## src/rtl/aes_ctrl_pkg.sv

```systemverilog
// Shared types and constants for the AES-128 decryption control path.
// Step encoding is also used by the datapath step mux.
package aes_ctrl_pkg;

  typedef enum logic [1:0] {
    STEP_ARK = 2'b00,
    STEP_ISR = 2'b01,
    STEP_ISB = 2'b10,
    STEP_IMC = 2'b11
  } step_t;

  typedef enum logic [2:0] {
    IDLE,
    KEYWAIT,
    LOAD,
    ARK,
    ISR,
    ISB,
    IMC,
    DONE
  } seq_state_t;

  localparam int AES_NR     = 10;
  localparam int AES_NWORDS = 4;

endpackage

```

## src/rtl/aes_wait_counter.sv

```systemverilog
// Loadable down-counter with zero flag; holds at zero instead of wrapping.
// Shared by the key-expansion wait and the InvSubBytes latency wait.
module aes_wait_counter #(
  parameter int W = 4
) (
  input  logic         clk,
  input  logic         rst_n,
  input  logic         load,
  input  logic [W-1:0] load_val,
  input  logic         dec,
  output logic [W-1:0] cnt,
  output logic         zero
);

  logic [W-1:0] cnt_q;
  logic [W-1:0] cnt_d;

  always_comb begin
    cnt_d = cnt_q;
    if (load) begin
      cnt_d = load_val;
    end else if (dec && (cnt_q != '0)) begin
      cnt_d = cnt_q - W'(1);
    end
  end

  always_ff @(posedge clk or negedge rst_n) begin
    if (!rst_n) begin
      cnt_q <= '0;
    end else begin
      cnt_q <= cnt_d;
    end
  end

  assign cnt  = cnt_q;
  assign zero = (cnt_q == '0);

endmodule

```

## src/rtl/aes_round_sequencer.sv

```systemverilog
// Control FSM for the AES-128 decryption datapath: load, round steps,
// and the AES_START/AES_DONE handshake. Outputs decode registered state.
module aes_round_sequencer
  import aes_ctrl_pkg::*;
#(
  parameter int KEY_WAIT_CYC = 12,
  parameter int SUB_LAT      = 2,
  parameter int NR           = AES_NR
) (
  input  logic       CLK,
  input  logic       RESET_N,
  input  logic       AES_START,
  output logic       AES_DONE,
  output logic       BUSY,
  output logic       LOAD_MSG,
  output logic       STATE_WE,
  output logic [1:0] STEP,
  output logic [1:0] WORD_SL,
  output logic [3:0] ROUND
);

  localparam int CMAX = (KEY_WAIT_CYC > SUB_LAT) ? KEY_WAIT_CYC : SUB_LAT;
  localparam int CW   = (CMAX > 1) ? $clog2(CMAX) : 1;

  seq_state_t state_q, state_d;
  logic [3:0] round_q, round_d;
  logic [1:0] word_q, word_d;

  logic          cnt_load;
  logic [CW-1:0] cnt_val;
  logic          cnt_dec;
  logic [CW-1:0] cnt;
  logic          cnt_zero;

  logic  we;
  logic  load_msg;
  logic  done;
  logic  busy;
  step_t step;

  aes_wait_counter #(
    .W(CW)
  ) u_wait (
    .clk     (CLK),
    .rst_n   (RESET_N),
    .load    (cnt_load),
    .load_val(cnt_val),
    .dec     (cnt_dec),
    .cnt     (cnt),
    .zero    (cnt_zero)
  );

  always_comb begin
    state_d  = state_q;
    round_d  = round_q;
    word_d   = word_q;
    cnt_load = 1'b0;
    cnt_val  = '0;
    cnt_dec  = 1'b0;
    we       = 1'b0;
    load_msg = 1'b0;
    done     = 1'b0;
    busy     = 1'b1;
    step     = STEP_ARK;
    unique case (state_q)
      IDLE: begin
        busy = 1'b0;
        if (AES_START) begin
          state_d  = KEYWAIT;
          cnt_load = 1'b1;
          cnt_val  = CW'(KEY_WAIT_CYC - 1);
          round_d  = '0;
          word_d   = '0;
        end
      end
      KEYWAIT: begin
        if (cnt_zero) state_d = LOAD;
        else          cnt_dec = 1'b1;
      end
      LOAD: begin
        load_msg = 1'b1;
        we       = 1'b1;
        round_d  = '0;
        state_d  = ARK;
      end
      ARK: begin
        we = 1'b1;
        if (round_q == 4'(NR)) begin
          state_d = DONE;
        end else if (round_q == '0) begin
          state_d = ISR;
        end else begin
          state_d = IMC;
          word_d  = '0;
        end
      end
      ISR: begin
        we       = 1'b1;
        step     = STEP_ISR;
        cnt_load = 1'b1;
        cnt_val  = CW'(SUB_LAT - 1);
        state_d  = ISB;
      end
      ISB: begin
        if (cnt_zero) begin
          we      = 1'b1;
          step    = STEP_ISB;
          round_d = round_q + 4'd1;
          state_d = ARK;
        end else begin
          cnt_dec = 1'b1;
        end
      end
      IMC: begin
        we     = 1'b1;
        step   = STEP_IMC;
        word_d = word_q + 2'd1;
        if (word_q == 2'(AES_NWORDS - 1)) state_d = ISR;
      end
      DONE: begin
        busy = 1'b0;
        done = 1'b1;
        if (!AES_START) state_d = IDLE;
      end
      default: state_d = IDLE;
    endcase
    // Dropping the request aborts any active run; outputs stay Moore.
    if (busy && !AES_START) state_d = IDLE;
  end

  always_ff @(posedge CLK or negedge RESET_N) begin
    if (!RESET_N) begin
      state_q <= IDLE;
      round_q <= '0;
      word_q  <= '0;
    end else begin
      state_q <= state_d;
      round_q <= round_d;
      word_q  <= word_d;
    end
  end

  assign AES_DONE = done;
  assign BUSY     = busy;
  assign LOAD_MSG = load_msg;
  assign STATE_WE = we;
  assign STEP     = step;
  assign WORD_SL  = (state_q == IMC) ? word_q : 2'b00;
  assign ROUND    = round_q;

endmodule

```

## config.mk

```make
export PLATFORM = sky130hd
export DESIGN_NAME = aes_round_sequencer
export DESIGN_NICKNAME = d
export VERILOG_FILES = /design/src/rtl/aes_ctrl_pkg.sv /design/src/rtl/aes_wait_counter.sv /design/src/rtl/aes_round_sequencer.sv
export SDC_FILE = /design/constraint.sdc
export NUM_CORES = 1
export LEC_CHECK = 0
export CORE_MARGIN = 1.5
export CORE_UTILIZATION = 30
export CTS_BUF_LIST = sky130_fd_sc_hd__clkbuf_8
export DETAILED_ROUTE_END_ITERATION = 12
export GPL_TIMING_DRIVEN = 1
export SYNTH_ARGS = -nofsm -noshare
export SYNTH_HDL_FRONTEND = slang
export SYNTH_SLANG_ARGS = --single-unit
```

## constraint.sdc

```tcl
create_clock -name CLK -period 1.8 [get_ports CLK]
set_input_delay 0.18 -clock CLK [delete_from_list [all_inputs] [get_ports CLK]]
set_output_delay 0.18 -clock CLK [all_outputs]
set_load 0.01 [all_outputs]
```

# Word-level counts from Yosys, hierarchy flattened
# Index checks and enable logic that the tools add are counted.
dict set report totals {
  out_inout_bits 12
  input_bits 3
  ff_bits 13
  wordCells 73
}
dict set report classes {
  reduce_logical 16
  eq_ne 18
  n_addsub 3
  muxes 32
}
# op count
set ops {}
lappend ops {{case mux 3 bit (8 select lines)} 1}
lappend ops {{two-way mux 4 bit} 5}
lappend ops {{two-way mux 3 bit} 6}
lappend ops {{inequality test 3 bit, second input constant} 5}
lappend ops {{two-way mux 2 bit} 7}
lappend ops {{== test 3 bit, second input constant} 4}
lappend ops {{case mux 2 bit (3 select lines)} 2}
lappend ops {{case mux 4 bit (3 select lines)} 1}
lappend ops {{logical NOT 4 bit} 2}
lappend ops {{inequality test 2 bit, second input constant} 4}
lappend ops {{case mux 4 bit (2 select lines)} 1}
lappend ops {{two-way mux 1 bit} 7}
lappend ops {{== test 3 x 2 -> 1 bit, second input constant} 2}
lappend ops {{nonzero test 3 bit} 2}
lappend ops {{AND reduction 5 bit} 1}
lappend ops {{adder 4 x 1 -> 4 bit, second input constant} 1}
lappend ops {{== test 4 bit, second input constant} 1}
lappend ops {{case mux 1 bit (2 select lines)} 2}
lappend ops {{AND reduction 4 bit} 1}
lappend ops {{nonzero test 4 bit} 1}
lappend ops {{OR reduction 2 bit} 2}
lappend ops {{OR reduction 4 bit} 1}
lappend ops {{subtractor 4 x 1 -> 4 bit, second input constant} 1}
lappend ops {{== test 3 x 1 -> 1 bit, second input constant} 1}
lappend ops {{7 further kinds} 8}

# Logic depth before layout (Yosys ltp)
# Gate-level depths: netlist of the first run.
dict set report depth {
  word_depth 6
  mapped_depth 7
  ltp_nobuf 6
}

# Modules after synthesis
# A second synthesis of the first run with hierarchy kept.
dict set report unflattened {
  hier_cells 108
  area_unflattened_um2 968.4
}
# mod area_per_inst_um2 cells_per_inst instances seq_area_each_um2
set by_module_without_submodules {}
lappend by_module_without_submodules {aes_round_sequencer 698.2 81 1 225.2}
lappend by_module_without_submodules {aes_wait_counter 270.3 27 1 100.1}

# Least setup slack after synthesis of the first run
# Ideal clock, no wire load.
dict set report synth_path {
  kind {reg-to-reg}
  from {register u_wait.cnt_q[0] (netlist: u_wait.cnt[0])}
  to {register round_q[3] (netlist: ROUND[3])}
  synth_period_minus_slack_ps 1566
  arrival_ps 1436
  path_slack_ps 234
  path_stages_with_launch 8
  required_ps 1670
  n_path_buf 1
  setup_ps 130
  path_cell_list {dfrtp_1 inv_1 ha_1 or3b_1 buf_2 o21a_1 o21ai_1 o41ai_1}
}
dict set report synth_between {
  elab_chain_len 3
}
# item line_no
set synth_lines {}
lappend synth_lines {{from (decl)} aes_wait_counter.sv:15} ;# logic [W-1:0] cnt_q;
lappend synth_lines {{from (signal assigned)} aes_wait_counter.sv:31} ;# cnt_q <= cnt_d;
lappend synth_lines {{logical NOT 4 bit} aes_wait_counter.sv:36} ;# assign zero = (cnt_q == '0);
lappend synth_lines {{inequality test 2 bit (no line)} n/a}
lappend synth_lines {{AND reduction 3 bit (no line)} n/a}
lappend synth_lines {{to (signal assigned)} aes_round_sequencer.sv:138} ;# round_q <= round_d;
lappend synth_lines {{to (decl)} aes_round_sequencer.sv:26} ;# logic [3:0] round_q, round_d;
# Every way passes these cells.
# A chain may end at the register's enable or synchronous reset.

# Final worst setup path of the first run
dict set report layout_path {
  from {register u_wait.cnt_q[1] (netlist: u_wait.cnt[1])}
  to {output STATE_WE}
}
dict set report layout_between {
  elab_chain_len 3
}
# item line_no
set layout_lines {}
lappend layout_lines {{logical NOT 4 bit} aes_wait_counter.sv:36}
lappend layout_lines {{two-way mux 1 bit} aes_round_sequencer.sv:105} ;# if (cnt_zero) begin
lappend layout_lines {{case mux 1 bit (2 select lines)} aes_round_sequencer.sv:65} ;# unique case (state_q)
lappend layout_lines {{to (decl)} aes_round_sequencer.sv:16} ;# output logic STATE_WE,
# Every way passes these cells.

==> impl_metrics.py, run 1 <==
metrics = {
    "pwr": {
        "total_power_mw": 1.05,
        "p_clk_share_pct": 24.1,
        "intPower_mw": 0.717,
        "seq_power_share_pct": 35.6,
        "swShare_pct": 31.5,
        "power.leakage_nw": 0.657,
        "pwr_density_cell_nw_per_um2": 786,
        "p_switching_mw": 0.330,
        "ir_drop_mv": 0.224,
        "p_comb_share_pct": 40.2,
    },
    "layout": {
        "drive_gt1_share_pct": 30.6,
        "nets": 153,
        "n_fill_cell": 300,
        "antennaDiodeCount": 0,
        "syn_to_final_growth_pct": 43.0,
        "utilization_pct": 44.4,
    },
    "clock_tree": {
        "ctsRootBufferMaster": "clkbuf_8",
        "cts_max_level": 1,
        "cts-buffers-inserted": 3,
        "clkSlewWorstSetupHoldPaths_ps": 60,
        "clock_latency_ps": 240,
        "cts_max_path_buffers": 2,
        "numClockSinks": 13,
        "cts_tree": "done",
    },
    "sta": {
        "fmax_mhz": 555,
        "rsz0062_at_grt": "true",
        "setup_tns_ps": -2.41,
        "worst_pin_slew_ps": 621,
        "slew_violations": 0,
        "setup_viol": 1,
        "finalCritPeriodShare_pct": 100,
        "slew_headroom_pct": 58.5,
        "hold_viol": 0,
        "fin_ws_ps": -2.41,
        "whs_ps": 330,
        "final.setup_skew_ps": 0.645,
        "min_period_ps": 1800,
    },
    "setup_path": {
        "r2r_slack_ps": 100,
        "r2r_start": "u_wait.cnt[1]",
        "worstReg2RegEnd": "u_wait.cnt[3]",
        "crit_buf_inv": 2,
        "cp_common_cell": "nand2_1",
        "max_stage_delay_ps": 400,
        "critical_path.startpoint_type": "flip-flop",
        "crit_fanout": 2,
        "cp_top_family": "simple AND/OR/NAND/NOR gates",
        "crit_chain": "inv_2 -> ha_4 -> or3b_4 -> o21ai_2 -> nand2_1 -> nand2_1 -> buf_2",
        "cp_slowest_cell": "dfrtp_1",
        "cp.required_ps": 1620,
        "critPathKind": "flip-flop to output pin",
        "end_kind": "output pin",
        "r2r_cells": 8,
        "critical_path_arrival_ps": 1620,
    },
    "place": {
        "hpwl_mm": 1.78,
        "port_buffers": 14,
        "place_congestion": 0.832,
    },
    "detailed_routing": {
        "ant_nets": 0,
        "routed_wl_mm": 2.43,
        "routed_via_density": 5.10,
        "via_count": 902,
        "dr.first_iter.drc_count": 16,
        "first_pass_iters": 4,
        "drc": 0,
        "wl_per_cell_um": 13.7,
    },
    "synth": {
        "ys_types": 39,
        "synth.avg_cell_area_sq_um": 8.55,
        "yosys-top-cells-count": "dfrtp_1 (13), nor2_1 (13), nand2_1 (12)",
        "syn-cell-area_sq_um": 932,
        "ys_seq_area_share_pct": 34.9,
        "yosys_warnings": 0,
        "ys.flop_type": "dfrtp_1",
        "synth_top_area_share_pct": 34.9,
        "synth_area_leaders": "dfrtp_1 (35%), ha_1 (6.7%), nor2_1 (5.2%)",
        "synth_cells": 109,
        "synth-edff-count": 0,
        "synth_seq_cells": 13,
        "synth_area_leader_cell": "dfrtp_1",
        "async_reset_ff_share_pct": 100,
        "syn_nets": 117,
    },
    "outcome": {
        "status": "finished, violations left",
        "violations": "setup timing",
    },
    "global_route": {
        "antenna_found_initial": 0,
        "grt_max_degree": 14,
        "grt_first_pass_wirelength_mm": 3.84,
        "grt_pass1_vias": 868,
        "grtUsageTotal_pct": 14.6,
        "grt_overflow_total": 0,
    },
    "job": {
        "drv_cap": 0,
    },
    "die": {
        "placementRows": 20,
        "die_h_um": 58.7,
        "pin_count": 15,
        "fp.dieW_um": 58.7,
        "initial_core_util_pct": 31.0,
        "coreArea_sq_um": 3000,
        "design.die.area_sq_um": 3450,
    },
    "hold_path": {
        "hold_class": "input port to async pin",
    },
}
-- power by group through the flow --
stage / sequential [mW] / clock [mW] / combinational [mW]
3_3_place_gp: 0.374 / 0 / 0.371
5_1_grt: 0.377 / 0.276 / 0.460
6_report: 0.373 / 0.253 / 0.421
4_1_cts: 0.372 / 0.259 / 0.384
3_5_place_dp: 0.376 / 0 / 0.380
2_1_floorplan: 0.387 / 0 / 0.204
-- worst reg2reg max path: stages (launching register included) --
cell and delay, ps:
dfrtp_1 400, inv_2 80, ha_4 130, buf_4 100
nor3b_4 220, buf_6 170, nor2_1 40, mux2_2 260
a22o_1 200
-- worst max path at each step --
stage | depth (start not counted) | end | start
finish | 7 | STATE_WE | u_wait.cnt[1]
global route | 7 | STATE_WE | u_wait.cnt[1]
CTS | 7 | STATE_WE | u_wait.cnt[1]
detailed placement | 7 | STATE_WE | u_wait.cnt[1]
global placement | 7 | STATE_WE | u_wait.cnt[0]
floorplan | 7 | ROUND[3] | u_wait.cnt[0]
-- routing by layer --
metal / global-route usage [%] / vias up / routed length [um]
li1: - / 456 / -
met3: 1.98 / 2 / 44
met2: 24.1 / 8 / 1230
met5: 0 / - / 0
met4: 5.84 / 0 / 21
met1: 19.1 / 436 / 1140
-- cells by family (layout without fill, tap and decap cells) --
family	Yosys count	count (layout)	synth area share (%)
mux	3	3	4.03
simple gates	46	46	26.7
buf+inv	14	49	7.25
fa+ha+maj	5	5	6.71
flops	13	13	34.9
compound gates	28	28	20.4
-- metrics by stage --
step | instance area (sq um) | std cells | worst slack, ps
6_report | 1330 | 177 | -2.41
5_1_grt | 1330 | 177 | -55.6
4_1_cts | 1260 | 171 | -99.0
3_5_place_dp | 1200 | 166 | -195
3_3_place_gp | 1200 | 166 | -66.0
2_1_floorplan | 932 | 109 | 234
-- cell usage in the layout (no fill, tap or decap), types with 2 or more instances in the layout --
cell type        Yosys  layout
buf_4                0      22
dfrtp_1             13      10
a21oi_1              5       5
and2_1               2       2
ha_1                 5       4
o21ai_0              5       4
dlymetal6s2s_1       0       4
inv_1                7       7
o21ai_1              5       5
clkbuf_8             0       3
nand3b_1             3       3
mux2_2               2       2
nand2_1             12      12
nand3_1              3       3
nor2_1              13      12
clkbuf_2             0       2
clkdlybuf4s50_1      0       7
dfrtp_2              0       3
a22o_1               2       2
-- registers in the layout, summed over array words and instances, names as in the netlist --
name and count:
word_q 2, state_q 3, ROUND 4, u_wait.cnt 4
-- cell type report --
| type | instances | area [sq um] | share of cell area [%] |
|---|---|---|---|
| clock buffers | 3 | 41.3 | 3.10 |
| clock inverters | 1 | 3.75 | 0.282 |
| inverters | 7 | 26.3 | 1.97 |
| multi-input cells | 82 | 571 | 42.8 |
| flip-flops and latches | 13 | 329 | 24.7 |
| well taps | 33 | 41.3 | 3.10 |
| repair buffers | 38 | 320 | 24.0 |
-- timing repair --
action | in CTS | in global routing
gates resized for setup | 10 | 15
buffers inserted | 1 | 6
pin swaps | 0 | 3
hold buffers | 0 | 0
endpoints found under the setup margin | 8 | 8
Power figures use the tool's default switching activity.
==> run 2, diff against run 1 <==
Settings changed: SLEW_MARGIN set to 20.
==> results of run 2 <==
Final layout, timing and power as in run 1 (identical DEF).
==> run 3, diff against run 2 <==
Settings changed: ABC_AREA set to 1, RECOVER_POWER set to 25.
==> run 3 against run 2 <==
The flow now finishes without violations. Via count grew 1.4%. Clock-buffer cell count is the same. Die area grew 3.6%. Clock skew grew 7.2 ps. Sequential cell count is the same. Critical path depth shrank 3. Critical endpoint is now LOAD_MSG. Highest routed layer unchanged.
==> impl_metrics.py, run 3 <==
metrics = {
    "detailed_routing": {
        "dr.first_iter.drc_count": 28,
        "drc": 0,
        "routed_wl_mm": 2.28,
        "wl_per_cell_um": 11.0,
        "routed_via_density": 4.40,
        "first_pass_iters": 4,
        "ant_nets": 0,
        "via_count": 915,
    },
    "synth": {
        "synth_area_leader_cell": "dfrtp_1",
        "synth_seq_cells": 13,
        "synth.avg_cell_area_sq_um": 6.96,
        "synth_area_leaders": "dfrtp_1 (34%), nand2_1 (16%), nand3_1 (8.3%)",
        "synth_top_area_share_pct": 33.6,
        "syn_nets": 147,
        "ys_types": 21,
        "yosys-top-cells-count": "nand2_1 (41), inv_1 (19), nand3_1 (16)",
        "yosys_warnings": 0,
        "synth_cells": 139,
        "synth-edff-count": 0,
        "ys_seq_area_share_pct": 33.6,
        "async_reset_ff_share_pct": 100,
        "ys.flop_type": "dfrtp_1",
        "yosysMostFrequentCell": "nand2_1",
        "syn-cell-area_sq_um": 967,
    },
    "layout": {
        "antennaDiodeCount": 0,
        "instances_no_fill": 208,
        "layout_commonest_cell": "nand2_1",
        "final_cell_mix": "nand2_1 (41), inv_1 (19), nand3_1 (16)",
        "nets": 173,
        "syn_to_final_growth_pct": 32.7,
        "drive_gt1_share_pct": 20.7,
    },
    "place": {
        "place_congestion": 0.867,
        "dp_cells": 197,
        "hpwl_mm": 1.55,
        "dp_slack_ps": 77.2,
        "port_buffers": 14,
    },
    "global_route": {
        "antenna_found_initial": 0,
        "grt_pass1_vias": 816,
        "use_met1_pct": 18.3,
        "grt.busiest_layer": "met2",
        "use_met2_pct": 19.4,
        "grt_overflow_total": 0,
        "grt_first_pass_wirelength_mm": 3.59,
        "grt_max_degree": 14,
        "use_met3_pct": 3.90,
        "grtUsageTotal_pct": 13.4,
    },
    "setup_path": {
        "critical_path.startpoint_type": "flip-flop",
        "critPathKind": "flip-flop to output pin",
        "max_stage_delay_ps": 520,
        "cp.required_ps": 1620,
        "critical_path_arrival_ps": 1540,
        "cp_top_family": "buffers and inverters",
        "end_kind": "output pin",
        "crit_fanout": 7,
        "cp_slowest_cell": "clkdlybuf4s50_1",
        "crit_chain": "inv_4 -> nand3_2 -> inv_1 -> clkdlybuf4s50_1",
        "crit_buf_inv": 3,
    },
    "clock_tree": {
        "cts_tree": "done",
        "numClockSinks": 13,
        "ctsHoldBuffers": 0,
        "cts-buffers-inserted": 3,
        "clock_latency_ps": 250,
        "ctsRootBufferMaster": "clkbuf_8",
        "cts_max_path_buffers": 2,
        "clkSlewWorstSetupHoldPaths_ps": 60,
        "cts_max_level": 1,
    },
    "pwr": {
        "ir_drop_mv": 0.453,
        "pwr_density_cell_nw_per_um2": 1500,
        "p_comb_share_pct": 61.9,
        "swShare_pct": 46.8,
        "seq_power_share_pct": 24.5,
        "p_clk_share_pct": 13.6,
        "intPower_mw": 1.02,
        "p_switching_mw": 0.900,
        "power.leakage_nw": 0.699,
    },
    "outcome": {
        "status": "finished, final reports clean",
    },
    "die": {
        "fp.dieW_um": 59.8,
        "design.die.area_sq_um": 3570,
        "die_h_um": 59.8,
        "placementRows": 20,
        "initial_core_util_pct": 31.7,
        "coreArea_sq_um": 3050,
        "pin_count": 15,
    },
    "sta": {
        "rsz0062_at_grt": "false",
        "finalCritPeriodShare_pct": 95.6,
        "slew_violations": 0,
        "fin_ws_ps": 79.5,
        "setup_tns_ps": 0,
        "final.setup_skew_ps": 7.89,
        "fmax_mhz": 581,
        "min_period_ps": 1720,
        "worst_pin_slew_ps": 638,
        "hold_viol": 0,
        "setup_viol": 0,
        "slew_headroom_pct": 57.3,
    },
    "job": {
        "drv_cap": 0,
    },
    "hold_path": {
        "hold_class": "input port to async pin",
    },
}
==> run 3: layout make-up <==
cell class	instances	area (sq um)
flip-flops and latches	13	329
fillers	320	1770
inverters	25	96.3
repair buffers	23	223
clock buffers	3	41.3
well taps	44	55.1
multi-input cells	99	536
clock inverters	1	3.75
==> run 3: path summary, 6_finish.rpt <==
path | start | end | slack, ps | cells past startpoint
max in group asynchronous | RESET_N | state_q[1] | 960 | 1
worst max register to register | state_q[0] | ROUND[0] | 410 | 7
min in group CLK | word_q[0] | word_q[0] | 520 | 2
worst min-delay path | RESET_N | u_wait.cnt[2] | 390 | 1
worst min register to register | word_q[0] | word_q[0] | 520 | 2
worst max-delay path | state_q[2] | LOAD_MSG | 80 | 4
==> run 3: cells by family (layout without fill, tap and decap cells) <==
family	count (synthesis)	count (layout)	share of synthesized area [%]
and+or+nand+nor	81	81	40.2
AOI/OAI and AO/OA	10	10	5.69
buffers and inverters	27	52	11.3
xor gates and xnor gates	3	3	2.72
adders and majority gates	5	5	6.47
DFF	13	13	33.6
==> run 3: through the flow <==
stage          instance area (sq um)  util (%)  total power, mW  hold slack [ps]
2_1_floorplan                    967         -             1.23             -116
3_3_place_gp                    1160      38.1             1.49              488
3_5_place_dp                    1160      38.1             1.50              500
4_1_cts                         1230      40.3             1.80              351
5_1_grt                         1280      42.0             2.10              442
6_report                        1280      42.0             1.92              393
==> run 3: per-layer routing <==
layer | wire length (um) | vias up
li1 | - | 482
met1 | 1100 | 413
met2 | 1050 | 18
met3 | 110 | 2
met4 | 31 | 0
met5 | 0 | -
==> run 3: worst reg2reg max path, cell delays in order, from the launching register on <==
cell and delay, ps:
dfrtp_2 450, buf_4 160, nor2_4 130, nand2_1 120, nand3_1 120, nand3_2 140
nand2_1 90, o21ai_1 60
==> run 3: what timing repair did <==
item	4_1_cts	5_1_grt
gates resized for setup	6	6
setup endpoints to repair	6	6
setup buffers	3	4
pin swaps	0	0
==> run 3: power groups by stage <==
stage	clock, mW	sequential, mW	combinational [mW]
floorplan	0	0.430	0.797
global placement	0	0.499	0.989
detailed placement	0	0.503	1.00
CTS	0.270	0.493	1.04
global route	0.291	0.484	1.33
finish	0.262	0.470	1.19
